<file path="src/rtl/pop_count_seq_pkg.sv">
// Shared constants, state encoding and helpers for the
// sequential population-count path.
package pop_count_pkg;

    localparam int SLICE_W = 8;

    typedef enum logic [1:0] {
        S_IDLE,
        S_RUN,
        S_DONE
    } state_e;

    function automatic int nslice(input int w);
        return w / SLICE_W;
    endfunction

endpackage

</file>
<file path="src/rtl/pop_count_seq_compress.sv">
// 8-to-4 compressor: number of ones in one byte,
// built as a small balanced adder tree.
module compress_8_4 (
    input  logic [7:0] x,
    output logic [3:0] y
);

    logic [1:0] w_s0;
    logic [1:0] w_s1;
    logic [1:0] w_s2;
    logic [1:0] w_s3;
    logic [2:0] w_t0;
    logic [2:0] w_t1;

    assign w_s0 = {1'b0, x[0]} + {1'b0, x[1]};
    assign w_s1 = {1'b0, x[2]} + {1'b0, x[3]};
    assign w_s2 = {1'b0, x[4]} + {1'b0, x[5]};
    assign w_s3 = {1'b0, x[6]} + {1'b0, x[7]};

    assign w_t0 = {1'b0, w_s0} + {1'b0, w_s1};
    assign w_t1 = {1'b0, w_s2} + {1'b0, w_s3};

    assign y = {1'b0, w_t0} + {1'b0, w_t1};

endmodule

</file>
<file path="src/rtl/pop_count_seq.sv">
// Sequential popcount: one compressor reused over byte slices
// of a captured sample, partial counts accumulated per cycle.
module pop_count_seq
    import pop_count_pkg::*;
#(
    parameter int SAMPLE_W = 32,
    parameter int CNT_W    = $clog2(SAMPLE_W + 1)
) (
    input  logic                clk,
    input  logic                rst_n,
    input  logic                in_valid,
    output logic                in_ready,
    input  logic [SAMPLE_W-1:0] in_sample,
    output logic                out_valid,
    input  logic                out_ready,
    output logic [CNT_W-1:0]    out_count,
    output logic                busy
);

    localparam int NSLICE = nslice(SAMPLE_W);
    localparam int IDX_W  = (NSLICE > 1) ? $clog2(NSLICE) : 1;

    if ((SAMPLE_W % SLICE_W) != 0 || SAMPLE_W < SLICE_W) begin : g_bad_width
        $error("pop_count_seq: SAMPLE_W must be a multiple of 8, >= 8");
    end

    state_e              r_state;
    state_e              w_next;
    logic [SAMPLE_W-1:0] r_shift;
    logic [CNT_W-1:0]    r_acc;
    logic [IDX_W-1:0]    r_idx;
    logic [3:0]          w_y;
    logic                w_accept;
    logic                w_last;

    compress_8_4 u_cmp (
        .x (r_shift[SLICE_W-1:0]),
        .y (w_y)
    );

    assign in_ready  = (r_state == S_IDLE)
                     | ((r_state == S_DONE) & out_ready);
    assign w_accept  = in_valid & in_ready;
    assign w_last    = (r_state == S_RUN)
                     & (r_idx == IDX_W'(NSLICE - 1));
    assign out_valid = (r_state == S_DONE);
    assign out_count = r_acc;
    assign busy      = (r_state == S_RUN);

    // State register.
    always_ff @(posedge clk or negedge rst_n) begin
        if (!rst_n) begin
            r_state <= S_IDLE;
        end else begin
            r_state <= w_next;
        end
    end

    // Next state: DONE may chain straight into RUN on a handshake.
    always_comb begin
        w_next = r_state;
        unique case (r_state)
            S_IDLE: begin
                if (in_valid) begin
                    w_next = S_RUN;
                end
            end
            S_RUN: begin
                if (w_last) begin
                    w_next = S_DONE;
                end
            end
            S_DONE: begin
                if (out_ready) begin
                    w_next = in_valid ? S_RUN : S_IDLE;
                end
            end
            default: w_next = S_IDLE;
        endcase
    end

    // Datapath: load on accept, otherwise consume one slice per RUN cycle.
    always_ff @(posedge clk or negedge rst_n) begin
        if (!rst_n) begin
            r_shift <= '0;
            r_acc   <= '0;
            r_idx   <= '0;
        end else if (w_accept) begin
            r_shift <= in_sample;
            r_acc   <= '0;
            r_idx   <= '0;
        end else if (r_state == S_RUN) begin
            r_shift <= r_shift >> SLICE_W;
            r_acc   <= r_acc + CNT_W'(w_y);
            r_idx   <= r_idx + IDX_W'(1);
        end
    end

endmodule
</file>
<file path="config.mk">
export PLATFORM = sky130hd
export DESIGN_NAME = pop_count_seq
export DESIGN_NICKNAME = d
export VERILOG_FILES = /design/src/rtl/pop_count_seq_pkg.sv /design/src/rtl/pop_count_seq_compress.sv /design/src/rtl/pop_count_seq.sv
export SDC_FILE = /design/constraint.sdc
export NUM_CORES = 1
export LEC_CHECK = 0
export CORE_MARGIN = 2
export CORE_UTILIZATION = 45
export CTS_CLUSTER_DIAMETER = 30
export DETAILED_ROUTE_END_ITERATION = 8
export MAX_ROUTING_LAYER = met4
export PLACE_DENSITY_LB_ADDON = 0.3
export SLEW_MARGIN = 20
export SYNTH_ARGS = -nofsm -noshare
export SYNTH_HDL_FRONTEND = slang
export SYNTH_SLANG_ARGS = --single-unit
</file>
<file path="constraint.sdc">
create_clock -name clk -period 3.3 [get_ports clk]
set_input_delay 0.66 -clock clk [delete_from_list [all_inputs] [get_ports clk]]
set_output_delay 0.66 -clock clk [all_outputs]
set_load 0.02 [all_outputs]
</file>
# Word-level counts from Yosys, hierarchy flattened
# Cells that the tools add are included.
# totals
regBits,42
in_bits,36
wordCells,37
# op_classes
n_addsub,9
eq_ne,6
n_mux,11
bitwise_logic,4
n_reduce_logical,3
# op_table
operator,n
32-bit two-way mux,2
6-bit two-way mux,2
2-bit two-way mux,5
1-bit by 1-bit adder with 2-bit output,4
2-bit by 2-bit adder with 3-bit output,2
6-bit by 4-bit adder with 6-bit output,1
2-bit case mux with 3 select lines,1
3-bit by 3-bit adder with 4-bit output,1
2-bit equality test (second input constant),2
2-bit by 1-bit inequality test with 1-bit output (second input constant),2
1-bit AND,3
3-bit AND reduction,1
2-bit by 1-bit adder with 2-bit output (second input constant),1
2-bit by 1-bit equality test with 1-bit output (second input constant),1
2-bit logical NOT,1
2-bit inequality test (second input constant),1
2-bit nonzero test,1
1-bit two-way mux,1
1-bit bitwise OR,1

# Logic depth before layout (Yosys ltp)
# Gate-level depths: netlist of run 1.
# depth
depth_word,6
mapped_depth,11

# Hierarchy
# A second synthesis of run 1 with hierarchy kept.
# hier_totals
cells_unflattened,220
area_unflattened_um2,2273.4
# modules_own_cells
mod,instances,cells_each,area_each_um2,seq_area_each_um2
pop_count_seq,1,196,2083.2,1051.0
compress_8_4,1,24,190.2,0.0

# Least setup slack after synthesis of run 1
# No wires, ideal clock.
# synth_timing
path_type,reg2reg
startpoint,reg r_acc[0] (netlist: out_count[0])
endpoint,reg r_acc[4] (netlist: out_count[4])
setup_time_ns,0.121
arrival_time_ns,3.266
setup_slack_ns,-0.087
stages_incl_launch_ff,11
period_less_slack_ns,3.387
path_cell_list,dfrtp_1 > fa_1 > inv_1 > fa_1 > fa_1 > fa_1 > fa_1 > nand2b_1 > a211oi_2 > xnor2_1 > nor2_1
# synth_via
elab_chain_len,3
# synth_rtl
element,line_no,text
from (decl),pop_count_seq.sv:30,logic [CNT_W-1:0] r_acc;
from (signal assigned),pop_count_seq.sv:94,r_acc <= r_acc + CNT_W'(w_y);
6-bit by 4-bit adder with 6-bit output,pop_count_seq.sv:94,
6-bit two-way mux,pop_count_seq.sv:92,end else if (r_state == S_RUN) begin
6-bit two-way mux,pop_count_seq.sv:88,end else if (w_accept) begin
# No other way between the ends. The select of a mux whose other input is x is not followed.
# A chain may end at the register's enable or synchronous reset.

# Worst setup path in the final report of run 1
# Ends and elaborated chain as after synthesis.

==> impl_metrics.csv, run 1 <==
group,metric,value,unit
route,drtIter0Drc,89,
power_and_ir_drop,p_leak,1.24,nW
cells_and_area,layout-drive-gt1-share,6.87,%
logic_synthesis,synth_ff_type,"dfrtp_1",
outcome,status,"complete, but fails checks",
logic_synthesis,netlist_area,2110,um^2
route,wirelength,3890,um
logic_synthesis,synthAdderAreaFrac,8.89,%
grt,grt_overflow_total,0,
power_and_ir_drop,p_int,1.63,mW
logic_synthesis,synth.distinct_cells,28,
grt,grt_start_max_net_pins,62,
power_and_ir_drop,p_total,2.78,mW
logic_synthesis,synthTopCellsByCount,"57 x nand2_1, 42 x dfrtp_1, 21 x o21ai_0, 13 x mux2i_1",
cells_and_area,fin_area,2680,um^2
clock_network,numCtsBuffers,5,
timing,fin_crit,3310,ps
logic_synthesis,syn_inst,219,
placed_design,place.detailed.hpwl,2750,um
clock_network,hold_buffers,0,
timing,period_share,100,%
power_and_ir_drop,powerDensity,1040,nW/um^2
route,antenna_left,0,
outcome,violations,"setup timing",
placed_design,post_dp_cell_area,2590,um^2
logic_synthesis,synth_compound_area_share,13.3,%
clock_network,root_buffer,"clkbuf_8",
floorplanning,die_area,5250,um^2
setup_path,path_class,"reg -> reg",
power_and_ir_drop,swShare,41.3,%
floorplanning,core_area,4440,um^2
setup_path,slowest_delay,540,ps
logic_synthesis,synth_most_common_cell,"nand2_1",
logic_synthesis,muxShareOfSynthArea,6.16,%
power_and_ir_drop,vdd_drop_max,374,uV
setup_path,startpoint,"out_count[0]$_DFFE_PN0P_",
setup_path,start_kind,"flop",
route,wl_per_cell,12.4,um
route,dr.pass1.iters,4,
clock_network,htree_levels,2,
grt,grt_pass1_vias,1548,
timing,finClkSkew,6.80,ps
logic_synthesis,syn_avg_cell_area,9.64,um^2
floorplanning,num_io_pins,45,
worst_hold_path,hold_path.class,"reg -> reg",
power_and_ir_drop,p_comb_share,56.8,%
flow_run,cap_violations,0,
route,via_per_inst,5.05,
route,vias,1587,
logic_synthesis,synth_top_area_share,49.8,%
timing,hold_slack,476,ps
logic_synthesis,synth_top_cell_by_area,"dfrtp_1",
floorplanning,rows,24,
setup_path,slowest_stage,"fa_1",
setup_path,cp.required,3460,ps
floorplanning,fp.dieW,72.5,um
logic_synthesis,synth-async-reset-ratio,100,%
setup_path,endpoint_kind,"flop",
timing,rsz0062_at_grt,"true",
setup_path,crit_chain,"fa_1 -> inv_1 -> fa_1 -> fa_1 -> fa_2 -> fa_2 -> nand2b_4 -> a211oi_2 -> xnor2_1 -> nor2_1",
timing,max_freq,0.302,GHz
logic_synthesis,yosysSeqAreaShare,49.8,%
floorplanning,die_y,72.5,um
floorplanning,initial_core_util,47.5,%
route,post-route-drc-count,0,
clock_network,post_cts_buffers,0,
cells_and_area,antenna_cells,0,
cells_and_area,area_growth,27.0,%
timing,hold_violations,0,
logic_synthesis,synth-xor-area-share,0.830,%
clock_network,cts.sinks,42,
placed_design,port_buffers,44,
setup_path,r2r_start,"out_count[0]$_DFFE_PN0P_",
power_and_ir_drop,power_switching,1.15,mW
cells_and_area,finalNetCount,309,
logic_synthesis,synth_nets,267,
logic_synthesis,yosys_warnings,0,
timing,setup_violations,1,
logic_synthesis,ys_ff_latch,42,
power_and_ir_drop,clkPwrFrac,12.0,%
power_and_ir_drop,seqPwrFrac,31.3,%
grt,grt_first_pass_wirelength,6890,um
placed_design,routabilityCongestion,0.718,
logic_synthesis,synthTopCellsByArea,"dfrtp_1 50%, nand2_1 10%, mux2i_1 6.2%, o21ai_0 5.0%, fa_1 4.7%",
setup_path,crit_buf_inv,1,
timing,slew_headroom,37.7,%
clock_network,cts_tree,"yes",
grt,antenna_found_initial,0,
logic_synthesis,synth-edff-count,0,
setup_path,cp_common_cell,"fa_1",
clock_network,clk_path_buf_depth,2,
logic_synthesis,synth-simple-area-share,15.6,%
timing,report.final.slew_viol_count,0,
logic_synthesis,synth_top_family_by_area,"simple AND/OR/NAND/NOR gates",
clock_network,clkLatencyLatePin,290,ps
timing,tightest_slew,934,ps
timing,setup_tns,-13.1,ps
worst_hold_path,hp-start,"r_shift[7]$_DFFE_PN0P_",
setup_path,worstPathArrival,3480,ps
clock_network,clk_pin_slew,80,ps
grt,grt_use_total,17.4,%
timing,worst_slack,-13.1,ps
setup_path,path_max_fanout,2,
setup_path,path_delay_family,"adder cells",
==> path summary, 6_finish.rpt <==
kind,endpoint,slack [ps],cells past startpoint
setup reg to reg,out_count[4]$_DFFE_PN0P_,-10,10
max in group asynchronous,out_count[0]$_DFFE_PN0P_,2150,1
hold reg to reg,r_shift[7]$_DFFE_PN0P_,480,2
setup / recovery,out_count[4]$_DFFE_PN0P_,-10,10
min in group asynchronous,out_count[5]$_DFFE_PN0P_,500,1
hold / removal,r_shift[7]$_DFFE_PN0P_,480,2
==> per-stage QoR <==
step	instances	utilization, %	setup slack, ps
finish	314	60.3	-13.1
global route	314	60.3	-146
CTS	314	60.3	-61.3
detailed placement	306	58.2	-24.2
floorplan	219	-	11.5
global placement	306	58.2	18.5
==> kinds of logic after synthesis <==
logic type | count (synthesis)
AOI/OAI and AO/OA | 45
xor gates and xnor gates | 2
adders and majority gates | 12
buffers and inverters | 25
DFF | 42
muxes | 13
and+or+nand+nor | 80
==> layer usage <==
| layer | vias up | global-route usage, % | wire, um |
|---|---|---|---|
| met1 | 739 | 23.5 | 1880 |
| met4 | 0 | 4.32 | 32 |
| met3 | 2 | 4.58 | 180 |
| met2 | 34 | 26.4 | 1800 |
| li1 | 812 | - | - |
| met5 | - | - | 0 |
==> final cells by class <==
| class | count | area, um^2 |
|---|---|---|
| flip-flops and latches | 42 | 1050 |
| fillers | 388 | 1760 |
| repair buffers | 47 | 458 |
| multi-input cells | 152 | 965 |
| inverters | 13 | 48.8 |
| well taps | 52 | 65.1 |
| clock buffers | 7 | 86.3 |
| clock inverters | 1 | 5.00 |
==> worst min-delay path, stage by stage (launching register included) <==
cell,delay (ps)
dfrtp_1,350
nand2_1,50
nand2_1,50
==> flip-flops by register name, summed over array words and instances (netlist names) <==
signal,count
r_shift,32
out_count,6
r_idx,2
r_state,2
==> power groups by stage <==
stage	logic [mW]	clock network [mW]	registers, mW
3_3_place_gp	1.55	0	0.868
5_1_grt	1.83	0.363	0.900
4_1_cts	1.61	0.346	0.872
6_report	1.58	0.333	0.870
2_1_floorplan	1.24	0	0.877
3_5_place_dp	1.60	0	0.882
==> cell usage in the layout, fill, tap and decap left out <==
master	instances
nand2_1	57
clkdlybuf4s50_1	43
dfrtp_1	41
o21ai_0	21
mux2i_1	13
inv_1	12
nor2_1	12
a22oi_1	12
ha_1	7
a21oi_1	6
clkbuf_8	6
nand2b_1	3
fa_1	3
buf_4	3
nor2b_1	2
xnor2_1	2
nor3_1	2
fa_2	2
inv_2	1
nor3_4	1
o31a_1	1
nand2b_4	1
a211oi_2	1
o32ai_1	1
nand3_1	1
o21bai_1	1
a22o_1	1
nand3b_1	1
a41o_1	1
clkinv_2	1
clkbuf_1	1
buf_2	1
dfrtp_2	1
==> what timing repair did <==
| action | in CTS | in global routing |
|---|---|---|
| pin swaps | 1 | 1 |
| setup endpoints to repair | 1 | 1 |
| resized for setup | 0 | 0 |
(Power assumes the default switching activity.)
==> run 2, diff against run 1 <==
Settings changed: ABC_AREA from default to 1, CORE_UTILIZATION 45 to 46.
==> run 2 against run 1 <==
The flow now finishes without violations. Utilization rose by 0.78 points. Sequential power fell by 0.6%. Synthesized cell count rose by 5.9%. Wire length rose by 11%. Clock skew fell by 0.99 ps. Clock power rose by 24%. First-iteration DRC count rose by 11%. Worst setup slack improved by 170 ps. Critical path type unchanged. Critical endpoint unchanged.
==> impl_metrics.csv, run 2 <==
group,metric,value,unit
outcome,status,"finished clean",
clock_network,root_buffer,"clkbuf_8",
setup_path,reg2reg_depth,10,
setup_path,r2r_setup_slack,160,ps
clock_network,clk_pin_slew,80,ps
logic_synthesis,synth_ff_type,"dfrtp_1",
timing,setup_violations,0,
logic_synthesis,synth_top_family_by_area,"compound AO/OA/AOI/OAI gates",
logic_synthesis,synth-async-reset-ratio,100,%
clock_network,post_cts_buffers,0,
cells_and_area,finalNetCount,325,
setup_path,path_max_fanout,2,
setup_path,cp.required,3490,ps
clock_network,numCtsBuffers,5,
cells_and_area,largest_reg_flops,32,
logic_synthesis,synthTopCellsByArea,"dfrtp_1 49%, inv_1 7.2%, o21ai_1 7.0%, nand2_1 6.7%, fa_1 4.7%",
timing,max_freq,0.319,GHz
logic_synthesis,ys_ff_latch,42,
clock_network,clkLatencyLatePin,300,ps
clock_network,cts_tree,"yes",
placed_design,post_dp_cell_area,2580,um^2
route,vias,1642,
grt,grt_pass1_vias,1550,
placed_design,routabilityCongestion,0.812,
cells_and_area,area_growth,26.4,%
timing,report.final.slew_viol_count,0,
route,wl_per_cell,13.1,um
grt,grt_start_max_net_pins,43,
setup_path,path_class,"reg -> reg",
logic_synthesis,syn_inst,232,
floorplanning,die_area,5200,um^2
logic_synthesis,synth-edff-count,0,
route,dr.pass1.iters,4,
grt,grt_first_pass_wirelength,7360,um
placed_design,place.detailed.hpwl,2930,um
cells_and_area,top_register,"r_shift",
setup_path,r2r_end,"out_count[4]$_DFFE_PN0P_",
cells_and_area,final_common_cell,"clkdlybuf4s50_1",
placed_design,port_buffers,44,
route,post-route-drc-count,0,
floorplanning,fp.dieW,72.1,um
logic_synthesis,netlist_area,2130,um^2
cells_and_area,layout_common_cells,"43 x clkdlybuf4s50_1, 42 x dfrtp_1, 41 x inv_1, 38 x nand2_1, 30 x o21ai_1",
floorplanning,core_area,4410,um^2
logic_synthesis,syn_avg_cell_area,9.20,um^2
logic_synthesis,synth_most_common_cell,"dfrtp_1",
logic_synthesis,synth_nets,280,
route,via_per_inst,4.98,
route,wl_met2,2030,um
timing,period_share,95.1,%
timing,rsz0062_at_grt,"false",
power_and_ir_drop,vdd_drop_max,549,uV
logic_synthesis,synth-simple-area-share,9.91,%
clock_network,htree_levels,2,
timing,slew_headroom,37.3,%
route,drtIter0Drc,99,
timing,worst_slack,161,ps
logic_synthesis,synth_top_cell_by_area,"dfrtp_1",
route,routed.top_layer,"met4",
route,wirelength_met1,2090,um
logic_synthesis,synth_compound_area_share,19.2,%
route,wirelength,4320,um
cells_and_area,layout-drive-gt1-share,8.99,%
timing,setup_tns,0,ps
placed_design,dpl_worst_slack,23.9,ps
floorplanning,die_y,72.1,um
flow_run,cap_violations,0,
timing,hold_violations,0,
floorplanning,rows,24,
setup_path,start_kind,"flop",
setup_path,worstPathArrival,3330,ps
grt,antenna_found_initial,0,
grt,grt_overflow_total,0,
setup_path,endpoint_kind,"flop",
worst_hold_path,hold_path.class,"in -> async",
clock_network,clk_path_buf_depth,2,
route,antenna_left,0,
logic_synthesis,synth.distinct_cells,24,
power_and_ir_drop,powerDensity,1120,nW/um^2
logic_synthesis,synthAdderAreaFrac,8.80,%
power_and_ir_drop,p_leak,1.26,nW
logic_synthesis,synth_top_area_share,49.3,%
setup_path,r2r_start,"out_count[0]$_DFFE_PN0P_",
logic_synthesis,yosys_warnings,0,
clock_network,cts.sinks,42,
timing,finClkSkew,5.82,ps
logic_synthesis,muxShareOfSynthArea,0,%
timing,tightest_slew,941,ps
logic_synthesis,synth-xor-area-share,0.821,%
floorplanning,initial_core_util,48.3,%
timing,fin_crit,3140,ps
floorplanning,num_io_pins,45,
logic_synthesis,yosysSeqAreaShare,49.3,%
route,wl_met3,162,um
grt,grt_use_total,19.2,%
logic_synthesis,synthTopCellsByCount,"42 x dfrtp_1, 41 x inv_1, 38 x nand2_1, 30 x o21ai_1, 16 x o21ai_0",
cells_and_area,antenna_cells,0,
cells_and_area,fin_area,2700,um^2
run 2: cell families (layout without fill, tap and decap cells):
| logic type | count (synthesis) | count (layout) |
|---|---|---|
| XOR/XNOR | 2 | 2 |
| flip-flops | 42 | 42 |
| AO/OA/AOI/OAI | 69 | 69 |
| AND/OR/NAND/NOR | 52 | 52 |
| buffers and inverters | 55 | 101 |
| adder cells (fa/ha/maj) | 12 | 12 |
run 2: cell type report:
| class | instances | area (um^2) |
|---|---|---|
| clock buffer | 6 | 72.6 |
| clock inverter | 2 | 37.5 |
| fill | 372 | 1720 |
| inverter | 44 | 165 |
| multi-input combinational | 135 | 832 |
| sequential | 42 | 1050 |
| tap | 52 | 65.1 |
| timing repair buffer | 49 | 473 |
run 2: worst max path at each step:
stage                              from                        to  cells past startpoint
2_1_floorplan  out_count[0]$_DFFE_PN0P_  out_count[4]$_DFFE_PN0P_                     10
5_1_grt        out_count[0]$_DFFE_PN0P_  out_count[4]$_DFFE_PN0P_                     10
6_report       out_count[0]$_DFFE_PN0P_  out_count[4]$_DFFE_PN0P_                     10
3_3_place_gp   out_count[0]$_DFFE_PN0P_  out_count[4]$_DFFE_PN0P_                     10
4_1_cts        out_count[0]$_DFFE_PN0P_  out_count[4]$_DFFE_PN0P_                     10
3_5_place_dp   out_count[0]$_DFFE_PN0P_  out_count[4]$_DFFE_PN0P_                     10
run 2: timing repair:
| item | CTS | global route |
|---|---|---|
| hold endpoints to repair | 0 | 0 |
| setup endpoints to repair | 0 | 1 |
| hold buffers | 0 | 0 |
| gates resized for setup | 0 | 3 |
run 2: routing by layer:
metal | vias to the layer above | track usage, %
li1 | 847 | -
met5 | - | -
met3 | 4 | 2.92
met2 | 38 | 27.4
met1 | 753 | 27.7
met4 | 0 | 7.55
run 2: metrics by stage:
stage               hold WS [ps]  power (mW)  utilization, %  std cells
finish                       496        3.03            61.1        330
global route                 546        3.37            61.1        330
CTS                          502        3.02            60.9        330
detailed placement           480        2.60            58.4        322
global placement             476        2.56            58.4        322
floorplan                    364        2.18               -        232
run 2: where the power goes:
group / leakage [nW] / switching [mW] / internal, mW
combinational: 0.679 / 1.02 / 0.734
clock: 0.0514 / 0.186 / 0.226
sequential: 0.527 / 0.0966 / 0.768
total: 1.26 / 1.30 / 1.73
run 2: critical path: stages (launching register included):
cell and delay [ps]:
dfrtp_1 410, fa_1 530, inv_1 50, fa_1 490
fa_1 420, fa_1 420, fa_2 380, o21ai_2 160
nand3_1 80, nand2_1 60, nor2_1 40
==> run 3, diff against run 2 <==
Settings changed: MAX_ROUTING_LAYER met4 to default.
==> run 3 against run 2 <==
Total power increased by 0.71%. Global-route usage fell by 1.1 points. Utilization increased by 0.057 points. First-iteration DRC count is 53% higher. Clock power is 3% lower. Worst setup slack better by 40 ps. Final cell count unchanged. Critical path depth unchanged. Non-clock buffer count is the same. Critical path type unchanged. Highest routed layer unchanged.
==> impl_metrics.csv, run 3 (synthesized netlist as in run 2, its figures left out) <==
group,metric,value,unit
timing,max_freq,0.323,GHz
cells_and_area,final_common_cell,"clkdlybuf4s50_1",
power_and_ir_drop,vdd_drop_max,538,uV
route,post-route-drc-count,0,
setup_path,endpoint_kind,"flop",
grt,grt_overflow_total,0,
clock_network,htree_levels,2,
clock_network,hold_buffers,0,
floorplanning,die_y,72.1,um
clock_network,cts_tree,"yes",
placed_design,port_buffers,44,
route,vias,1656,
route,wl_per_cell,13.1,um
cells_and_area,finalNetCount,325,
placed_design,routabilityCongestion,0.825,
cells_and_area,largest_reg_flops,32,
placed_design,post_dp_cell_area,2580,um^2
outcome,status,"finished clean",
cells_and_area,fin_area,2700,um^2
setup_path,path_class,"reg -> reg",
timing,fin_crit,3100,ps
grt,antenna_found_initial,0,
flow_run,cap_violations,0,
cells_and_area,layout-drive-gt1-share,9.35,%
floorplanning,fp.dieW,72.1,um
setup_path,path_max_fanout,2,
timing,slew_headroom,39.0,%
clock_network,numCtsBuffers,5,
cells_and_area,area_growth,26.5,%
floorplanning,die_area,5200,um^2
power_and_ir_drop,p_total,3.05,mW
cells_and_area,layout_common_cells,"43 x clkdlybuf4s50_1, 42 x dfrtp_1, 41 x inv_1, 38 x nand2_1, 30 x o21ai_1",
clock_network,cts.sinks,42,
power_and_ir_drop,powerDensity,1130,nW/um^2
clock_network,clk_path_buf_depth,2,
route,drtIter0Drc,151,
setup_path,worstPathArrival,3290,ps
grt,grt_use_total,18.1,%
timing,tightest_slew,915,ps
timing,setup_violations,0,
floorplanning,rows,24,
grt,grt_start_max_net_pins,43,
clock_network,clkLatencyLatePin,290,ps
timing,rsz0062_at_grt,"false",
worst_hold_path,hold_path.class,"in -> async",
grt,grt_pass1_vias,1584,
clock_network,clk_pin_slew,80,ps
timing,setup_tns,0,ps
cells_and_area,antenna_cells,0,
floorplanning,num_io_pins,45,
route,wirelength,4330,um
timing,hold_violations,0,
setup_path,start_kind,"flop",
setup_path,cp.required,3490,ps
floorplanning,initial_core_util,48.3,%
route,dr.pass1.iters,4,
floorplanning,core_area,4410,um^2
route,via_per_inst,5.02,
grt,grt_first_pass_wirelength,7270,um
cells_and_area,top_register,"r_shift",
timing,period_share,93.9,%
timing,finClkSkew,10.8,ps
timing,report.final.slew_viol_count,0,
route,antenna_left,0,
power_and_ir_drop,p_leak,1.26,nW
clock_network,root_buffer,"clkbuf_8",
placed_design,place.detailed.hpwl,2960,um
==> run 3: cell counts in the layout (fill, tap and decap cells not counted) <==
No cell type changed its count.
==> run 3: routing by layer <==
metal	part of all wire, %	track usage [%]	vias up
li1	-	-	846
met1	48	25.9	770
met2	46	27.2	32
met3	3.7	3.19	8
met4	1.9	7.76	0
met5	0	0	-
==> run 3: timing repair <==
action                     in CTS  in global routing
resized for setup               1                  3
setup buffers                   0                  0
setup endpoints to repair       1                  1
==> run 3: stage by stage <==
step           utilization, %  hold slack (ps)  setup slack, ps  std cells
2_1_floorplan               -              364             18.8        232
3_3_place_gp             58.4              474             75.6        322
3_5_place_dp             58.4              477             1.25        322
4_1_cts                  60.9              498             62.0        330
5_1_grt                  61.1              519             45.1        330
6_report                 61.1              496              201        330
==> run 3: worst paths after layout <==
path                                                from                        to  slack (ps)  cells after the start
worst max-delay path            out_count[0]$_DFFE_PN0P_  out_count[4]$_DFFE_PN0P_         200                     10
worst min-delay path                               rst_n  out_count[5]$_DFFE_PN0P_         500                      1
worst max register to register  out_count[0]$_DFFE_PN0P_  out_count[4]$_DFFE_PN0P_         200                     10
worst min register to register      r_idx[1]$_DFFE_PN0P_      r_idx[1]$_DFFE_PN0P_         500                      2
max in group asynchronous                          rst_n   r_shift[16]$_DFFE_PN0P_        2230                      1
min in group clk                    r_idx[1]$_DFFE_PN0P_      r_idx[1]$_DFFE_PN0P_         500                      2
==> run 3: final cells by class <==
cell class	count	area [um^2]
inverter	44	165
multi-input combinational	135	835
clock inverter	2	37.5
fill	382	1720
tap	52	65.1
sequential	42	1050
timing repair buffer	49	473
clock buffer	6	72.6
==> run 3: worst max-delay path, cell delays in order, from the launching register on <==
cell and delay [ps]:
dfrtp_1 410, fa_1 550, inv_1 50, fa_1 490, fa_1 430, fa_2 370, fa_2 360, o21ai_2 160
nand3_1 80, nand2_1 60, nor2_1 40
==> run 3: where the power goes <==
| part | total, mW | internal (mW) | switching (mW) |
|---|---|---|---|
| registers | 0.868 | 0.768 | 0.0994 |
| logic | 1.78 | 0.750 | 1.03 |
| clock network | 0.399 | 0.226 | 0.174 |
